[src/rtl/cpu_run_ctrl.sv]
// cpu_run_ctrl -- execution sequencer for the single-cycle RV32 core.
// Produces cpu_en, the commit enable that gates PC, register-file and
// data-memory writes. Modes: HALT, single STEP from a debounced pushbutton,
// RUN at one instruction per RUN_DIV clocks, BREAK on a PC match.
// Also counts retired instructions for the 7-segment debug mux.
//
// Ports:
//   clk          system clock
//   rst_n        async active-low reset
//   step_btn_n   raw KEY pushbutton, active-low, asynchronous to clk
//   run_sw       run switch level (1 = run requested)
//   bp_en        breakpoint enable
//   bp_addr      breakpoint PC (byte address)
//   pc           current PC from the core
//   cnt_clr      synchronous clear of instr_count
//   cpu_en       commit enable, one pulse per retired instruction
//   state        00 HALT, 01 STEP, 10 RUN, 11 BREAK
//   bp_hit       high while in BREAK
//   instr_count  retired-instruction count (wraps)
module cpu_run_ctrl #(
  parameter int DEBOUNCE_CYCLES = 50000,
  parameter int RUN_DIV         = 25000000,
  parameter int CNT_W           = 32
) (
  input  logic             clk,
  input  logic             rst_n,
  input  logic             step_btn_n,
  input  logic             run_sw,
  input  logic             bp_en,
  input  logic [31:0]      bp_addr,
  input  logic [31:0]      pc,
  input  logic             cnt_clr,
  output logic             cpu_en,
  output logic [1:0]       state,
  output logic             bp_hit,
  output logic [CNT_W-1:0] instr_count
);

  typedef enum logic [1:0] {
    S_HALT = 2'b00,
    S_STEP = 2'b01,
    S_RUN  = 2'b10,
    S_BRK  = 2'b11
  } state_e;

  localparam int DW = $clog2(DEBOUNCE_CYCLES + 1);
  localparam int PW = (RUN_DIV > 1) ? $clog2(RUN_DIV) : 1;
  localparam logic [DW-1:0] DB_LAST  = DW'(DEBOUNCE_CYCLES - 1);
  localparam logic [PW-1:0] PRE_LAST = PW'(RUN_DIV - 1);

  // Button path: 2-FF synchronizer + level debouncer
  logic          sync1_q, sync2_q, db_q, step_pulse_q;
  logic [DW-1:0] dcnt_q;

  always_ff @(posedge clk or negedge rst_n) begin
    if (!rst_n) begin
      sync1_q      <= 1'b1;
      sync2_q      <= 1'b1;
      db_q         <= 1'b1;
      dcnt_q       <= '0;
      step_pulse_q <= 1'b0;
    end else begin
      sync1_q      <= step_btn_n;
      sync2_q      <= sync1_q;
      step_pulse_q <= 1'b0;
      if (sync2_q == db_q) begin
        dcnt_q <= '0;
      end else if (dcnt_q == DB_LAST) begin
        // Last required differing sample: accept the new level. Only the
        // press edge (1->0) fires a step.
        dcnt_q       <= '0;
        db_q         <= sync2_q;
        step_pulse_q <= ~sync2_q;
      end else begin
        dcnt_q <= dcnt_q + DW'(1);
      end
    end
  end

  // FSM next state, prescaler next state
  state_e        state_q, state_d;
  logic [PW-1:0] pre_q, pre_d;
  logic          tick_q, tick_d;
  logic          bp_match;

  assign bp_match = bp_en & (pc == bp_addr);

  always_comb begin
    state_d = state_q;
    unique case (state_q)
      S_HALT: if (step_pulse_q) state_d = S_STEP;
              else if (run_sw)  state_d = S_RUN;
      S_STEP: state_d = S_HALT;
      S_RUN:  if (bp_match)     state_d = S_BRK;
              else if (!run_sw) state_d = S_HALT;
      S_BRK:  if (step_pulse_q) state_d = S_STEP;
              else if (!run_sw) state_d = S_HALT;
      default: state_d = S_HALT;
    endcase
  end

  // Prescaler counts only while staying in RUN, so every RUN entry starts
  // at 0. tick is computed from the next count so it is registered yet
  // coincides with the cycle in which the count sits at RUN_DIV-1 (wrap).
  always_comb begin
    pre_d = '0;
    if (state_d == S_RUN && state_q == S_RUN)
      pre_d = (pre_q == PRE_LAST) ? '0 : pre_q + PW'(1);
    tick_d = (state_d == S_RUN) && (pre_d == PRE_LAST);
  end

  always_ff @(posedge clk or negedge rst_n) begin
    if (!rst_n) begin
      state_q <= S_HALT;
      pre_q   <= '0;
      tick_q  <= 1'b0;
    end else begin
      state_q <= state_d;
      pre_q   <= pre_d;
      tick_q  <= tick_d;
    end
  end

  // A matching PC is never committed in RUN; STEP commits unconditionally
  // so the core can step off a breakpoint.
  assign cpu_en = (state_q == S_STEP) | ((state_q == S_RUN) & tick_q & ~bp_match);
  assign state  = state_q;
  assign bp_hit = (state_q == S_BRK);

  // Retired-instruction counter; clear wins over a coincident commit
  logic [CNT_W-1:0] cnt_q;

  always_ff @(posedge clk or negedge rst_n) begin
    if (!rst_n)       cnt_q <= '0;
    else if (cnt_clr) cnt_q <= '0;
    else if (cpu_en)  cnt_q <= cnt_q + CNT_W'(1);
  end

  assign instr_count = cnt_q;

endmodule

[config.mk]
export PLATFORM = sky130hd
export DESIGN_NAME = cpu_run_ctrl
export DESIGN_NICKNAME = d
export VERILOG_FILES = /design/src/rtl/cpu_run_ctrl.sv
export SDC_FILE = /design/constraint.sdc
export NUM_CORES = 1
export LEC_CHECK = 0
export BUFFER_PORTS_ARGS = -buffer_cell sky130_fd_sc_hd__clkbuf_2
export CORE_MARGIN = 2
export CORE_UTILIZATION = 55
export DETAILED_ROUTE_END_ITERATION = 8
export PLACE_DENSITY = 0.78
export RECOVER_POWER = 25
export SKIP_LAST_GASP = 1
export SYNTH_ARGS = -nofsm -noshare
export SYNTH_HDL_FRONTEND = slang
export SYNTH_SLANG_ARGS = --single-unit
[constraint.sdc]
create_clock -name clk -period 5.65 [get_ports clk]
set_input_delay 0.8475 -clock clk [delete_from_list [all_inputs] [get_ports clk]]
set_output_delay 0.8475 -clock clk [all_outputs]
set_load 0.05 [all_outputs]
-- Word level (Yosys, flattened, before mapping)
Index checks and enable logic that the tools add are counted.
Widths: inputs -> output; s select.
- output and inout bits: 36
- register bits after elaboration: 80
- logic and storage cells: 47
- equality and inequality tests: 9
- multiplexer cells: 14
- bitwise operators: 7
- reductions and logical operators: 5
- add/sub/neg operators: 3
- operator list (cell ; number):
    $mux 32 ; 2
    $eq 25x25->1 const B ; 2
    $mux 25 ; 2
    $add 32x1->32 const B ; 1
    $eq 32x32->1 ; 1
    $mux 16 ; 2
    $add 25x1->25 const B ; 1
    $add 16x1->16 const B ; 1
    $eq 16x16->1 const B ; 1
    $mux 2 ; 5
    $pmux 2 s4 ; 1
    $eq 2x2->1 const B ; 3
    $and 1x1->1 ; 3
    $not 1->1 ; 3
    $eq 2x1->1 const B ; 1
    $logic_and 1x1->1 ; 2
    $logic_not 2->1 ; 1
    $mux 1 ; 2
    $reduce_and 2->1 ; 1
    $reduce_bool 2->1 ; 1
    $eq 1x1->1 ; 1
    $or 1x1->1 ; 1

-- Longest topological paths before layout
- depth in word-level cells: 9
- gate-level depth with buffers: 8
- mapped depth without buffers: 7

-- Worst setup path after synthesis
Ideal clock, no wire load.
- path type: input to output
- start: in bp_addr[25]
- end: out cpu_en
- data arrival time: 2203 ps
- setup slack: 2599 ps
- buffers on the path: 2
- cell stages on the path: 7
- cell sequence: xnor2_1 > nand4_1 > nor4_2 > a311o_1 > buf_6 > buf_6 > nand2_1
- longest elaborated chain between the ends: 5
- ends and longest elaborated chain (element ; line ; RTL):
    from (decl) ; 30 ; input logic [31:0] bp_addr,
    $eq 32x32->1 ; 86 ; assign bp_match = bp_en & (pc == bp_addr);
    $and 1x1->1 ; 86 ;
    $not 1->1 ; 126 ; assign cpu_en = (state_q == S_STEP) | ((state_q == S_RUN) & tick_q & ~bp_match);
    $and 1x1->1 ; 126 ;
    $or 1x1->1 ; 126 ;
    to (decl) ; 33 ; output logic cpu_en,
Every way passes these cells.

-- Worst setup path in the final report
- start: in bp_addr[30]
- end: out cpu_en
The elaborated chain is that of the path after synthesis.

==> run summary <==
The flow ran to the end, and the final reports show no timing, DRC or antenna violations. The horizontal die dimension is 99.3 µm, and the number of global-route vias before repair is 4039. The final layout contains routed wiring with a total length of 10900 µm. The final critical path takes up 60.6% of the cycle. The logs give 5000 µm² for the netlist area before placement and 0 for the number of setup violations in the final report. Of the total synthesized cell area, the portion taken by AND, OR, NAND and NOR gates is 28.2%. The highest net fanout along the worst path came out at 35. The wire-length estimate of the detail-placed layout is 7620 µm. The fraction of the mapped netlist area in compound gates was 8.19%.

The critical path capture point type was an output pin. The number of enable-type register cells in the synthesized netlist is 0, and the sequential cell area fraction in the yosys report is 40.1%. In the synthesized netlist, the number of instances is 545. In this run the standard cell core region covers 8760 µm². The tools report the count of endpoints failing hold in the final timing report as 0. The xor/xnor share of the synthesized area came out at 12.1%. The min-delay analysis places its worst path in the category register to register. After synthesis, the netlist uses 55 different library cells. The logs give 22.9% for the tightest slew margin relative to the limit and 195 for the number of design-rule violations left by the first detailed-router iteration. Final weighted congestion in routability-driven placement: 0.851. The die covers 9870 µm². For this design, the CTS-stage hold fixing added 0 buffers. Relative to the synthesized area, the layout overhead comes to 15.9%. After synthesis, the share of cell area in mux cells is 7.18%.

The tree built by TritonCTS fans out to 80 sinks. Post-CTS repair changed the size of 0 cells. The proportion of synthesized flip-flops having asynchronous set or reset was 100%.

0 antenna diodes ended up in the layout. The proportion of layout cells with a drive suffix above 1 came out at 23.3%. sky130_fd_sc_hd__nor2_1 is the most common cell in the netlist. Summed negative setup slack over all endpoints: 0 ps.

Once detail routing completed, the nets flagged for antenna violations numbered 0. The logs give 57.0% for the initial core utilization and 618 for the net count after synthesis. The library cell used as clock root buffer was sky130_fd_sc_hd__clkbuf_8.

Max-cap violations in this run came to 0. Ranked by total cell area, the synthesized netlist is headed by sky130_fd_sc_hd__dfrtp_1 39%, sky130_fd_sc_hd__xnor2_1 8.2%, sky130_fd_sc_hd__nor2_1 6.7%. Yosys printed 0 warnings.

For the worst-skew pair, the clock arrives at the later sink with an insertion delay of 350 ps. The logs give 10.5 ps for the worst-case clock skew and 2 for the buffer depth of the longest clock path. At the pin with the least slew margin, the transition time is 1160 ps.

The maximum clock rate came out at 292 MHz. Clock-pin slew was measured on the worst setup and hold paths at 70 ps. The floorplan has 34 rows. The number of setup buffers added after CTS came out at 0. For the worst setup path, the data required time is 4800 ps. For this design the static power due to leakage is 2.55 nW.

In the final routed layout, each cell accounts on average for 14.5 µm. The number of pins exceeding their max-slew limit in the final report is 0, and the pin count of the biggest net entering global routing is 81. The run gives 4232 as the total vias in the final route.

STA classifies the critical path startpoint as an input pin. Buffers inserted during clock tree synthesis total 9. Time the worst path needs with I/O delays and setup: 3430 ps. CTS built an H-tree with a depth of 3. The detailed-route vias per instance was 5.63.

The critical path is of the input pin to output pin type. Main combinational cell family by area after synthesis: simple AND/OR/NAND/NOR gates. TritonCTS built the clock tree. IR analysis of the VDD net gives a maximum drop of 0.137 mV.

STA puts the critical path data arrival time at 2580 ps. In this run, synthesis produced a sequential element count of 80. Ranked by instance count, the synthesized netlist is headed by 89 x sky130_fd_sc_hd__nor2_1, 77 x sky130_fd_sc_hd__dfrtp_1, 47 x sky130_fd_sc_hd__xnor2_1.

Power comes to 1.20 mW. Main flop type after synthesis: sky130_fd_sc_hd__dfrtp_1. The port buffer count is 105, and the total overflow reported by the global router is 0. For the number of remaining DRC errors, the log shows 0.

The die is 99.3 µm tall. During I/O placement, the number of pins put on the boundary was 106. Setup repair after global routing left no endpoint under its margin.

Global routing consumed, over all layers together, 22.7% of the routing resources. The run gives 5 as the total iterations of the first detailed-routing run. The number of antenna violations at the first check in global routing was 0. Wire length of the first global-routing pass: 18400 µm. The synthesized design devotes to its leading area cell type 38.5% of total area. At the end of the flow, the number of nets in the layout was 712. sky130_fd_sc_hd__dfrtp_1 takes more of the synthesized area than any other cell. The power density relative to cell area was 207 nW/µm².

Averaged over all synthesized cells, the footprint is 9.17 µm². Adder-cell area share of the yosys netlist: 0.751%.
==> stage by stage <==
step	std cells	area, µm²	setup slack [ps]	hold WS [ps]	utilization, %
2_1_floorplan	545	5000	2600	345	-
3_3_place_gp	736	5560	2270	345	63.4
3_5_place_dp	736	5560	2240	354	63.4
4_1_cts	752	5790	2240	365	66.1
5_1_grt	752	5790	2050	364	66.1
6_report	752	5790	2220	363	66.1
==> cell families after synthesis <==
| logic type | Yosys count |
|---|---|
| flip-flops | 80 |
| adder cells (fa/ha/maj) | 3 |
| AO/OA/AOI/OAI | 57 |
| AND/OR/NAND/NOR | 267 |
| XOR/XNOR | 69 |
| multiplexers | 32 |
| buffers and inverters | 37 |
==> sequential cells by signal (all words and copies together), names as in the netlist <==
register and cells:
db_q 1, dcnt_q 16, instr_count 32, pre_q 25, state 2, step_pulse_q 1
sync1_q 1, sync2_q 1, tick_q 1
==> worst paths after layout <==
check | start | to | slack, ps | cells after the start
max | bp_addr[30] | cpu_en | 2220 | 8
min | sync1_q | sync2_q | 360 | 0
max reg2reg | pre_q[3] | tick_q | 3100 | 6
min reg2reg | sync1_q | sync2_q | 360 | 0
max in group asynchronous | rst_n | pre_q[9] | 4360 | 1
min in group asynchronous | rst_n | instr_count[23] | 650 | 1
==> area by class of cell <==
| class | instances | area (µm²) |
|---|---|---|
| Tap cell | 108 | 135 |
| Inverter | 12 | 45.0 |
| Clock inverter | 6 | 108 |
| Timing Repair Buffer | 108 | 551 |
| Clock buffer | 10 | 128 |
| Fill cell | 711 | 2970 |
| Sequential cell | 80 | 2010 |
| Multi-Input combinational cell | 428 | 2820 |
==> where the power goes <==
group | leakage [nW] | switching, mW | internal (mW)
logic | 1.33 | 0.0712 | 0.0465
registers | 1.10 | 0.00569 | 0.578
clock network | 0.116 | 0.208 | 0.292
total | 2.55 | 0.285 | 0.917
==> metal layers <==
| layer | routed length [µm] | vias to the layer above | GRT usage [%] | share of wire [%] |
|---|---|---|---|---|
| li1 | - | 2064 | - | - |
| met3 | 567 | 13 | 3.23 | 5.2 |
| met1 | 4740 | 2048 | 29.9 | 43 |
| met4 | 190 | 0 | 8.22 | 1.7 |
| met5 | 0 | - | 0 | 0 |
| met2 | 5410 | 107 | 38.2 | 50 |
==> critical path: stages <==
cell                       delay, ps
sky130_fd_sc_hd__clkbuf_2         90
sky130_fd_sc_hd__xnor2_1         150
sky130_fd_sc_hd__nand4_1         120
sky130_fd_sc_hd__nor4_2          400
sky130_fd_sc_hd__a311o_1         230
sky130_fd_sc_hd__buf_4           370
sky130_fd_sc_hd__nand2_1          90
sky130_fd_sc_hd__clkbuf_2        250
==> cells in the final DEF, fill, tap and decap left out, types with 24 or more instances in the layout <==
| cell type | n |
|---|---|
| sky130_fd_sc_hd__mux2_1 | 27 |
| sky130_fd_sc_hd__nand3_1 | 29 |
| sky130_fd_sc_hd__nand4_1 | 24 |
| sky130_fd_sc_hd__xnor2_1 | 47 |
| sky130_fd_sc_hd__dfrtp_1 | 77 |
| sky130_fd_sc_hd__nand2_1 | 31 |
| sky130_fd_sc_hd__nor2_1 | 89 |
| sky130_fd_sc_hd__nor2b_1 | 31 |
| sky130_fd_sc_hd__a21oi_1 | 30 |
| sky130_fd_sc_hd__clkbuf_2 | 104 |
(Power assumes the default switching activity.)
